[config.mk]
export PLATFORM = sky130hd
export DESIGN_NAME = apb_req_queue
export DESIGN_NICKNAME = d
export VERILOG_FILES = /design/src/rtl/apb_req_queue.sv
export SDC_FILE = /design/constraint.sdc
export NUM_CORES = 1
export LEC_CHECK = 0
export BUFFER_PORTS_ARGS = -buffer_cell sky130_fd_sc_hd__buf_4
export CORE_ASPECT_RATIO = 2
export CORE_UTILIZATION = 40
export CTS_CLUSTER_SIZE = 25
export DETAILED_ROUTE_END_ITERATION = 7
export GPL_ROUTABILITY_DRIVEN = 0
export SKIP_CTS_REPAIR_TIMING = 1
export SYNTH_ARGS = -nofsm -noshare
export SYNTH_HDL_FRONTEND = slang
export SYNTH_SLANG_ARGS = --single-unit
export TNS_END_PERCENT = 50
[constraint.sdc]
create_clock -name PCLK -period 4.14 [get_ports PCLK]
set_input_delay 0.414 -clock PCLK [delete_from_list [all_inputs] [get_ports PCLK]]
set_output_delay 0.414 -clock PCLK [all_outputs]
set_load 0.03 [all_outputs]
[src/rtl/apb_req_queue.sv]
// apb_req_queue
//   Command queue and sequencer in front of the APB bridge. Producer commands
//   are buffered in a DEPTH-entry FIFO and issued one at a time on the bridge
//   M-side request interface (MREQ/MREADY). Each completion is latched into a
//   response register that the producer must acknowledge (RSP_READY) before
//   the next command is issued.
//
// Ports
//   PCLK, PRESET            clock, synchronous active-high reset
//   CMD_*                   producer command channel (valid/ready)
//   RSP_*                   completion channel (valid/ready, rdata, slverr)
//   FILL_LEVEL              FIFO occupancy
//   MREQ, M*                request to bridge, fields from FIFO head
//   MREADY, MRDATA, MSLVERR bridge completion
//
// Option
//   APB_REQ_ERRCNT_EN       adds ERR_CNT (saturating slave-error count) and
//                           ERR_CLR (synchronous clear, wins over increment)
module apb_req_queue #(
  parameter int ADDR_WIDTH   = 32,
  parameter int DATA_WIDTH   = 32,
  parameter int STROBE_WIDTH = DATA_WIDTH/8,
  parameter int PROT_WIDTH   = 3,
  parameter int DEPTH        = 4
) (
  input  logic                      PCLK,
  input  logic                      PRESET,
  input  logic                      CMD_VALID,
  output logic                      CMD_READY,
  input  logic [ADDR_WIDTH-1:0]     CMD_ADDR,
  input  logic [DATA_WIDTH-1:0]     CMD_WDATA,
  input  logic [STROBE_WIDTH-1:0]   CMD_STRB,
  input  logic                      CMD_WRITE,
  input  logic [PROT_WIDTH-1:0]     CMD_PROT,
  output logic                      RSP_VALID,
  input  logic                      RSP_READY,
  output logic [DATA_WIDTH-1:0]     RSP_RDATA,
  output logic                      RSP_SLVERR,
  output logic [$clog2(DEPTH):0]    FILL_LEVEL,
  output logic                      MREQ,
  output logic [ADDR_WIDTH-1:0]     MADDR,
  output logic [DATA_WIDTH-1:0]     MWDATA,
  output logic [STROBE_WIDTH-1:0]   MSTRB,
  output logic                      MWRITE,
  output logic [PROT_WIDTH-1:0]     MPROT,
  input  logic                      MREADY,
  input  logic [DATA_WIDTH-1:0]     MRDATA,
  input  logic                      MSLVERR
`ifdef APB_REQ_ERRCNT_EN
  ,
  input  logic                      ERR_CLR,
  output logic [15:0]               ERR_CNT
`endif
);

  localparam int PW = $clog2(DEPTH) + 1;

  typedef struct packed {
    logic [ADDR_WIDTH-1:0]   addr;
    logic [DATA_WIDTH-1:0]   wdata;
    logic [STROBE_WIDTH-1:0] strb;
    logic                    write;
    logic [PROT_WIDTH-1:0]   prot;
  } cmd_t;

  typedef enum logic [1:0] {S_IDLE, S_ISSUE, S_RESP} state_t;

  state_t        state, state_nxt;
  cmd_t          mem [DEPTH];
  cmd_t          head;
  logic [PW-1:0] wptr, rptr;
  logic          empty, full, push, pop, issue;
  logic [DATA_WIDTH-1:0] rsp_rdata;
  logic          rsp_slverr;

  // FIFO bookkeeping: extra pointer MSB distinguishes full from empty
  assign empty      = (wptr == rptr);
  assign full       = (wptr[PW-1] != rptr[PW-1]) && (wptr[PW-2:0] == rptr[PW-2:0]);
  assign CMD_READY  = !full;
  assign push       = CMD_VALID && !full;
  assign issue      = (state == S_ISSUE);
  assign pop        = issue && MREADY;
  assign FILL_LEVEL = wptr - rptr;
  assign head       = mem[rptr[PW-2:0]];

  // Storage carries no reset; only the pointers define validity
  always_ff @(posedge PCLK) begin
    if (push) mem[wptr[PW-2:0]] <= '{CMD_ADDR, CMD_WDATA, CMD_STRB, CMD_WRITE, CMD_PROT};
  end

  always_ff @(posedge PCLK) begin
    if (PRESET) begin
      wptr <= '0;
      rptr <= '0;
    end else begin
      if (push) wptr <= wptr + 1'b1;
      if (pop)  rptr <= rptr + 1'b1;
    end
  end

  always_ff @(posedge PCLK) begin
    if (PRESET) state <= S_IDLE;
    else        state <= state_nxt;
  end

  always_comb begin
    state_nxt = state;
    case (state)
      S_IDLE:  if (!empty) state_nxt = S_ISSUE;
      S_ISSUE: if (MREADY) state_nxt = S_RESP;
      // A command pushed on the acknowledge edge counts as queued
      S_RESP:  if (RSP_READY) state_nxt = (!empty || push) ? S_ISSUE : S_IDLE;
      default: state_nxt = S_IDLE;
    endcase
  end

  // Response register: loaded only at a completion, held through RESP
  always_ff @(posedge PCLK) begin
    if (PRESET) begin
      rsp_rdata  <= '0;
      rsp_slverr <= 1'b0;
    end else if (pop) begin
      rsp_rdata  <= head.write ? '0 : MRDATA;
      rsp_slverr <= MSLVERR;
    end
  end

  assign RSP_VALID  = (state == S_RESP);
  assign RSP_RDATA  = rsp_rdata;
  assign RSP_SLVERR = rsp_slverr;

  // Request fields come straight from the head; head is stable until pop
  assign MREQ   = issue;
  assign MADDR  = issue ? head.addr  : '0;
  assign MWDATA = issue ? head.wdata : '0;
  assign MSTRB  = issue ? head.strb  : '0;
  assign MWRITE = issue ? head.write : 1'b0;
  assign MPROT  = issue ? head.prot  : '0;

`ifdef APB_REQ_ERRCNT_EN
  always_ff @(posedge PCLK) begin
    if (PRESET)                                  ERR_CNT <= '0;
    else if (ERR_CLR)                            ERR_CNT <= '0;
    else if (pop && MSLVERR && ERR_CNT != 16'hFFFF) ERR_CNT <= ERR_CNT + 16'd1;
  end
`endif

endmodule

Word-level counts from Yosys, hierarchy flattened
Memories as Yosys holds them, arrays and structs flattened. A register that Yosys moved wholly into a read port is not among the register bits.
Cells that the tools add are included.
{ "word_totals": {"word_cells": 40, "output_inout_bits": 111, "inputBits": 110, "register_bits": 41, "n_memories": 1, "ramBits": 288} }
{ "op_classes": {"addsub": 3, "reduce_logical": 8, "n_mux": 15, "n_eq_ne": 8} }
{ "memory_table": {"columns": ["name", "words", "width", "read_ports", "rd_ports_with_merged_regs", "write_ports", "line", "text"], "rows": [
  ["mem", 4, 72, 1, 1, 1, "69", "cmd_t mem [DEPTH];"]
]} }
{ "ops": {"columns": ["op", "count"], "rows": [
  ["2-to-1 mux 32 bit", 3],
  ["2-to-1 mux 2 bit", 5],
  ["adder 3 x 1 -> 3 bit (second input constant)", 2],
  ["one-hot mux 2 bit (3 select lines)", 1],
  ["2-to-1 mux 1 bit", 4],
  ["2-to-1 mux 4 bit", 1],
  ["inequality test 2 bit (second input constant)", 2],
  ["== test 3 bit", 1],
  ["logical AND 1 bit", 3],
  ["2-to-1 mux 3 bit", 1],
  ["AND reduction 3 bit", 1],
  ["subtractor 3 bit", 1],
  ["== test 2 x 1 -> 1 bit (second input constant)", 1],
  ["== test 2 bit", 1],
  ["== test 2 bit (second input constant)", 1],
  ["logical NOT 1 bit", 2],
  ["logical NOT 2 bit", 1],
  ["inequality test 2 x 1 -> 1 bit (second input constant)", 1],
  ["logical OR 1 bit", 1],
  ["inequality test 1 bit", 1]
]} }

Longest topological paths before layout
Gate-level depths: netlist (run 1).
{ "depth": {"depth_word": 8, "depth_mapped": 5} }

Least setup slack after synthesis (run 1)
OpenSTA, ideal clock, no wires.
{ "synth_path": {"path_type": "register -> register", "startpoint": "register wptr[0]", "endpoint": "memory mem[2][0] (netlist bit), enable pin", "setup_time_ns": 0.438, "slack_ns": 0.810, "t_arrival_ns": 2.892, "path_stages_with_launch": 5, "required_ns": 3.702, "n_path_buf": 0, "path_cell_list": "dfxtp_1 > inv_1 > ha_1 > a31oi_1 > and2_1"} }
{ "synth_between": {"elab_chain_cells": 6} }
{ "synth_rtl": {"columns": ["item", "line", "text"], "rows": [
  ["from (decl)", "71", "logic [PW-1:0] wptr, rptr;"],
  ["from (signal assigned)", "96", "if (push) wptr <= wptr + 1'b1;"],
  ["== test 2 bit", "78", "assign full = (wptr[PW-1] != rptr[PW-1]) && (wptr[PW-2:0] == rptr[PW-2:0]);"],
  ["logical AND 1 bit", "78", null],
  ["logical NOT 1 bit", "80", "assign push = CMD_VALID && !full;"],
  ["logical AND 1 bit", "80", null],
  ["2-to-1 mux 1 bit", "88", "if (push) mem[wptr[PW-2:0]] <= '{CMD_ADDR, CMD_WDATA, CMD_STRB, CMD_WRITE, CMD_PROT};"],
  ["2-to-1 mux 1 bit (implied by the code)", "88", null],
  ["to (decl)", "69", null]
]} }
Several ways; a longest one is shown, not always the timed one.

==> summary.txt, run 1 <==
Outcome
  – Status: completed

Synthesis
  – Post-synth EDFFs: 288
  – Top_reg_cell synth: edfxtp_1
  – Area contributors post-synth: edfxtp_1 (70%), mux4_2 (13%), dfxtp_1 (6.9%), and2_1 (3.8%), a22o_1 (2.3%)
  – Synth area leader: edfxtp_1
  – Area share of the largest cell type after synthesis: 69.6%
  – Yosys reg bits: 331
  – Post-synthesis sequential area ratio: 76.5%
  – Synth warn: 0
  – Synthesized cell area: 12,400 um2
  – Mapped Nets: 714
  – Cells after Synth: 596
  – Post-synthesis cell type count: 30
  – Share of flip-flops with an asynchronous set or reset: 0%
  – Syn Area/Cell: 20.8 um2

Pwr
  – Clock network power share: 31.4%
  – Switch share: 27.9%
  – Internal: 0.00607 W
  – Share of power burned in registers: 47.5%
  – Peak supply drop: 0.000424 V
  – Leakage: 5.52 nW
  – Comb power frac: 21.1%
  – Final total power: 0.00842 W
  – Switching pwr: 0.00235 W
  – Pwr dens: 544 nW/um2

Placement
  – Hpwl dp: 17,600 um
  – Placed Cells: 1,169
  – Port Buffers: 220
  – Place WS: 1.31 ns

Finish
  – Most frequent cells in the layout: edfxtp_1 (288), buf_4 (231), mux4_2 (72), and2_1 (72), dfxtp_1 (41)
  – Synthesis-to-finish area growth: 24.5%
  – Nets: 947
  – Register area: 9520 um2
  – Commonest non-fill, non-tap cell in the layout: edfxtp_1
  – Final Non-Filler Cells: 1,227
  – Multi-input gate area: 2760 um2
  – Final-layout fill cell count: 2,513
  – Share of cells above drive strength 1: 42.2%

Flow run
  – # Max-Cap Violations: 0

Timing
  – Final setup viols: 0
  – Worst Max-Slew Pin Slew: 1.15 ns
  – Setup ws final: 0.975 ns
  – Clock Skews: 0.0149 ns
  – Final slew viol count: 0
  – RSZ-0062 raised after global routing: no
  – TNS Setup: 0 ns
  – Fin crit period: 3.16 ns
  – Final Hold Fails: 0
  – Slew HR: 22.8%
  – Crit share post-route: 76.4%
  – Maximum clock rate: 316 MHz
  – Hold Slack: 0.0518 ns

Setup path
  – Max incr delay on CP: 0.75 ns
  – Critical Path RT: 3.73 ns
  – CP arrival: 2.75 ns
  – Crit path buf inv count: 2
  – CP Launch Type: flip-flop
  – CP max-delay cell: dfxtp_4
  – Cell Chain, Critical Path: buf_12 > mux4_2 > and2_1 > buf_4
  – Crit path max fanout: 45
  – Critical Path End Type: primary output
  – Family with the most delay on the worst path: flip-flops
  – Critical path type: flip-flop to primary output

Die
  – Ports: 221
  – Cell row count: 91
  – Die width: 127 um
  – Die Ht: 251 um
  – Core area: 30,700 um2
  – Die area: 31,800 um2
  – Initial Utilization: 40.4%

Routing
  – Drt pass-1 iters: 4
  – DRC errors left: 0
  – Vias: 6,413
  – Initial drt markers: 311
  – Routed Antenna Nets: 0
  – Post-Route WL: 27,000 um
  – Routed wire per std cell: 22.0 um
  – Vias/cell: 5.23

Clock network
  – CTS Sinks: 331
  – H-Tree Depth: 1
  – Clock transition at path regs: 0.07 ns
  – CTS Buf Count: 30
  – Clk root buf: clkbuf_16
  – CTS tree: built
  – Worst-Skew Late Latency: 0.56 ns
  – Worst-case clock buffer depth: 3

Global routing
  – First-pass GRT wire length: 40,700 um
  – Largest net degree at the start of global routing: 54
  – Total track usage: 17.2%
  – Initial antenna violation count: 2
  – Vias in the first global route: 6,952
  – Congestion Overflow GR: 0

Min path
  – Hold crit path type: input pin to flip-flop
through the flow:
stage	util (%)	cell area, um2
final	50.3	15500
after global routing	50.3	15500
after CTS	50.3	15500
after detailed placement	47.2	14500
after global placement	47.2	14500
after floorplan	-	12400
metal layers:
layer	track usage, %	part of all wire [%]	wire, um
met4	5.89	2.4	646
met5	0	0	0
met1	18.4	35	9570
met3	2.64	5.1	1380
met2	33.6	57	15400
power groups by stage:
stage | Combinational (W) | Sequential (W) | Clock [W]
finish | 0.00178 | 0.00400 | 0.00264
global route | 0.00189 | 0.00403 | 0.00282
CTS | 0.00181 | 0.00401 | 0.00270
detailed placement | 0.00181 | 0.00408 | 0
global placement | 0.00179 | 0.00406 | 0
floorplan | 0.00109 | 0.00406 | 0
Yosys cell counts, types with 2 or more instances:
master	count
inv_1	8
nand2b_1	3
mux4_2	72
a21oi_1	6
clkbuf_1	20
nand2_1	3
buf_6	4
dfxtp_1	43
nor2b_1	2
nor2_1	5
edfxtp_1	288
nand3_1	3
and2_1	76
buf_2	7
ha_1	7
xor2_1	4
a22o_1	32
registers in the layout, summed over array words and instances (netlist names), named ones only:
register / cells
RSP_RDATA: 32
RSP_SLVERR: 1
mem: 288
rptr: 3
state: 2
wptr: 3
worst reg2reg max path: cells and delay by family, from the launching register on:
family                   cells  cell delay [ns]
flip-flops                   1             0.39
buffers and inverters        2             0.55
AND/OR/NAND/NOR              1             0.67
AO/OA/AOI/OAI                1             0.53
adder cells (fa/ha/maj)      1             0.35
cell type report:
type                       count  share of cell area, %
clock buffer                  36                   5.13
multi-input combinational    226                   17.8
antenna                        2                 0.0323
tap                          372                   3.01
inverter                       8                  0.194
clock inverter                20                  0.954
sequential                   331                   61.5
timing repair buffer         232                   11.3
kinds of logic (layout without fill, tap and decap cells):
family / after synthesis / after routing / synth area share (%)
AOI/OAI and AO/OA: 42 / 42 / 2.75
xor gates and xnor gates: 4 / 4 / 0.282
adders and majority gates: 8 / 8 / 0.866
and+or+nand+nor: 98 / 98 / 4.86
buffers and inverters: 39 / 296 / 1.49
muxes: 74 / 74 / 13.2
DFF: 331 / 331 / 76.5
other: 0 / 2 / 0
path summary, 6_finish.rpt:
path	end	start	cells after the start	slack [ns]
hold / removal	mem[3][55]$_DFFE_PP_	CMD_ADDR[15]	1	0.05
setup / recovery	MWDATA[24]	flip-flop	4	0.98
hold reg to reg	RSP_SLVERR$_SDFFE_PP0P_	RSP_SLVERR$_SDFFE_PP0P_	2	0.46
setup reg to reg	mem[1][49]$_DFFE_PP_	wptr[0]$_SDFFE_PP0N_	5	1.32
(Power assumes the default switching activity.)
==> run 2, diff against run 1 <==
Settings changed: ABC_AREA set to 1.
Clock period 4.14 ns to 2.55 ns, I/O delays scaled along.
==> run 2 against run 1 <==
Net effect:
- the flow now finishes with violations (negative hold slack)
- clock power grew 72%
- power up 59%
- register-to-register slack worse by 0.79 ns
- worst setup slack lost 0.95 ns
- synthesized cell count is 80% higher
- routed wire length up 17%
- combinational power increased by 46%
- non-clock buffer count increased by 116
- critical path type unchanged
- critical endpoint is now MWDATA[0]
- largest cell class unchanged
- highest routed layer unchanged
==> summary.txt, run 2 <==
Finish
  – Share of cells above drive strength 1: 23.3% (-19 points)
  – Synthesis-to-finish area growth: 33.8%
  – Most frequent cells in the layout: nor2_1 (288), edfxtp_1 (288), buf_4 (233)
  – Nets: 1,504 (+59%)
  – Design Area, Final: 17,200 um2 (+11%)
  – Final-layout fill cell count: 2,654 (+5.6%)
  – Final Non-Filler Cells: 1,833 (+49%)
  – Largest register FFs: 288 (unchanged)

Timing
  – Final setup viols: 0 (unchanged)
  – Hold Slack: -0.0224 ns (-0.0743 ns)
  – Slew HR: 66.8% (+44 points)
  – Maximum clock rate: 397 MHz
  – Crit share post-route: 98.8%
  – Final Hold Fails: 2 (+2)
  – Fin crit period: 2.52 ns
  – Final slew viol count: 0 (unchanged)
  – Clock Skews: 0.0115 ns (-0.00339 ns)
  – Worst Max-Slew Pin Slew: 0.499 ns (-0.655 ns)
  – RSZ-0062 raised after global routing: yes

Setup path
  – Max incr delay on CP: 0.50 ns (-0.25 ns)
  – Critical Path End Type: primary output
  – CP Launch Type: flip-flop
  – Crit path capture: MWDATA[0]
  – Family with the most delay on the worst path: buffers and inverters
  – Critical path type: flip-flop to primary output
  – Cell Chain, Critical Path: inv_2 > buf_4 > nor2_1 > o21ai_0 > a21oi_1 > buf_4
  – Reg2Reg Capture Point: mem[0][31]$_DFFE_PP_
  – Crit path max fanout: 33 (-27%)
  – Critical Path RT: 2.30 ns (-1.43 ns)
  – CP max-delay cell: dfxtp_4
  – Crit path buf inv count: 3 (+1)
  – Critical Path Most Common Cell: buf_4
  – FF-to-FF path depth: 8 (+3)
  – CP arrival: 2.27 ns (-0.48 ns)
  – WP depth: 6 (+2)
  – Flop2flop setup slack: 0.53 ns (-0.79 ns)
  – Worst r2r src: rptr[1]$_SDFFE_PP0P_

Die
  – Cell row count: 92 (+1.1%)
  – Initial Utilization: 40.7% (+0.32 points)
  – Die width: 129 um (+1.8%)
  – Ports: 221 (unchanged)
  – Die Ht: 256 um (+1.9%)
  – Core area: 31,700 um2 (+3.0%)
  – Die area: 33,000 um2 (+3.7%)

Placement
  – Port Buffers: 220 (unchanged)
  – Hpwl dp: 18,400 um (+4.7%)
  – Placed Cells: 1,671 (+43%)
  – Post-Place Cell Area: 15,100 um2 (+4.2%)

Synthesis
  – Post-synthesis cell type count: 23 (-23%)
  – Synth area leader: edfxtp_1
  – Top cell types by occurrence after synthesis: nor2_1 (292), edfxtp_1 (288), o21ai_0 (177)
  – Synth warn: 0 (unchanged)
  – Area share of the largest cell type after synthesis: 67.1% (-2.5 points)
  – Syn Area/Cell: 12.0 um2 (-42%)
  – Mapped Nets: 1,192 (+67%)
  – Share of flip-flops with an asynchronous set or reset: 0% (unchanged)
  – Synthesized cell area: 12,900 um2 (+3.8%)
  – Cells after Synth: 1,074 (+80%)
  – Most numerous cell in the Yosys netlist: nor2_1
  – Post-synth EDFFs: 288 (unchanged)
  – Area contributors post-synth: edfxtp_1 (67%), nor2_1 (8.5%), o21ai_0 (6.9%), dfxtp_1 (6.7%), a21oi_1 (4.1%)
  – Top_reg_cell synth: edfxtp_1
  – Yosys reg bits: 331 (unchanged)
  – Post-synthesis sequential area ratio: 73.7% (-2.8 points)

Routing
  – Vias/cell: 4.98 (-4.7%)
  – Post-Route WL: 31,500 um (+17%)
  – Routed Antenna Nets: 0 (unchanged)
  – Vias: 9,129 (+42%)
  – Initial drt markers: 501 (+61%)
  – DRC errors left: 0 (unchanged)
  – Routed wire per std cell: 17.2 um (-22%)
  – Drt pass-1 iters: 4 (unchanged)

Min path
  – Hold crit path type: input pin to flip-flop

Clock network
  – Worst-case clock buffer depth: 3 (unchanged)
  – CTS Sinks: 331 (unchanged)
  – H-Tree Depth: 1 (unchanged)
  – Worst-Skew Late Latency: 0.55 ns (about the same)
  – CTS tree: built
  – Clk root buf: clkbuf_16
  – Clock transition at path regs: 0.07 ns (about the same)
  – CTS Buf Count: 29 (-3.3%)

Global routing
  – Initial antenna violation count: 2 (unchanged)
  – Largest net degree at the start of global routing: 87 (+61%)
  – First-pass GRT wire length: 47,800 um (+17%)
  – Congestion Overflow GR: 0 (unchanged)
  – Vias in the first global route: 9,034 (+30%)
  – Total track usage: 18.9% (+1.7 points)

Pwr
  – Pwr dens: 778 nW/um2 (+43%)
  – Leakage: 6.46 nW (+17%)
  – Peak supply drop: 0.000518 V (+22%)
  – Final total power: 0.0134 W (+59%)

Outcome
  – Status: finished, violations left
  – Failing checks: negative hold slack

Flow run
  – # Max-Cap Violations: 0 (unchanged)
## run 2: changes by cell type in the layout (fill, tap and decap cells not counted), sizes merged, moves of 72 or more
cell,previous run,this run
and2,76,0
nor2,5,293
a21oi,6,114
o21ai,0,177
dlygate4sd3,0,105
mux4,72,0
## run 2: where the power goes
group / switching (W) / internal, W / leakage, nW
Sequential: 0.000110 / 0.00617 / 3.00
Clock: 0.00185 / 0.00270 / 0.499
Combinational: 0.00168 / 0.000918 / 2.97
Total: 0.00364 / 0.00978 / 6.46
## run 2: per-stage QoR
step	setup TNS, ns	utilization [%]	worst slack, ns
detailed placement	0	47.8	0.532
CTS	-0.128	51.0	-0.0637
finish	0	54.5	0.0294
floorplan	0	-	0.0175
global placement	0	47.8	0.553
global route	-0.0651	54.5	-0.0307
## run 2: worst register-to-register path: stages (launching register included)
cell	delay (ns)
dfxtp_2	0.35
inv_1	0.06
ha_1	0.26
nand2_1	0.09
inv_1	0.07
nand3_4	0.11
nand2_8	0.10
nor2_4	0.14
buf_12	0.37
## run 2: how the worst min path moves through the flow
stage | from | endpoint | slack [ns] | depth (start not counted)
4_1_cts | PRESET | wptr[0]$_SDFFE_PP0N_ | -0.12 | 2
6_report | RSP_READY | state[1]$_SDFFE_PP0P_ | -0.02 | 4
3_5_place_dp | CMD_WDATA[22] | mem[2][30]$_DFFE_PP_ | 0.46 | 1
3_3_place_gp | CMD_ADDR[15] | mem[0][55]$_DFFE_PP_ | 0.45 | 1
2_1_floorplan | PRESET | wptr[0]$_SDFFE_PP0N_ | 0.32 | 1
5_1_grt | RSP_READY | state[1]$_SDFFE_PP0P_ | 0.006 | 4
## run 2: layout make-up
class,count,area (um2),area share [%]
diodes,2,5.00,0.0290
inverters,21,86.3,0.501
well taps,423,529,3.07
multi-input cells,655,3090,17.9
clock inverters,11,159,0.921
clock buffers,42,845,4.90
repair buffers,348,3010,17.5
flip-flops and latches,331,9520,55.2
## run 2: logic make-up (layout without fill, tap and decap cells)
group	count (synthesis)	in the layout	share of synthesized area (%)
compound gates	291	291	11.6
xor+xnor	1	1	0.0679
fa+ha+maj	8	8	0.834
buf+inv	88	422	3.07
flops	331	331	73.7
other cells	0	2	0
simple gates	355	355	10.7
## run 2: routing by layer
layer	track usage, %	vias up	wire, um
met2	35.4	264	17200
li1	-	4391	-
met5	0	-	0
met3	3.99	46	1670
met1	20.1	4428	11700
met4	7.58	0	941
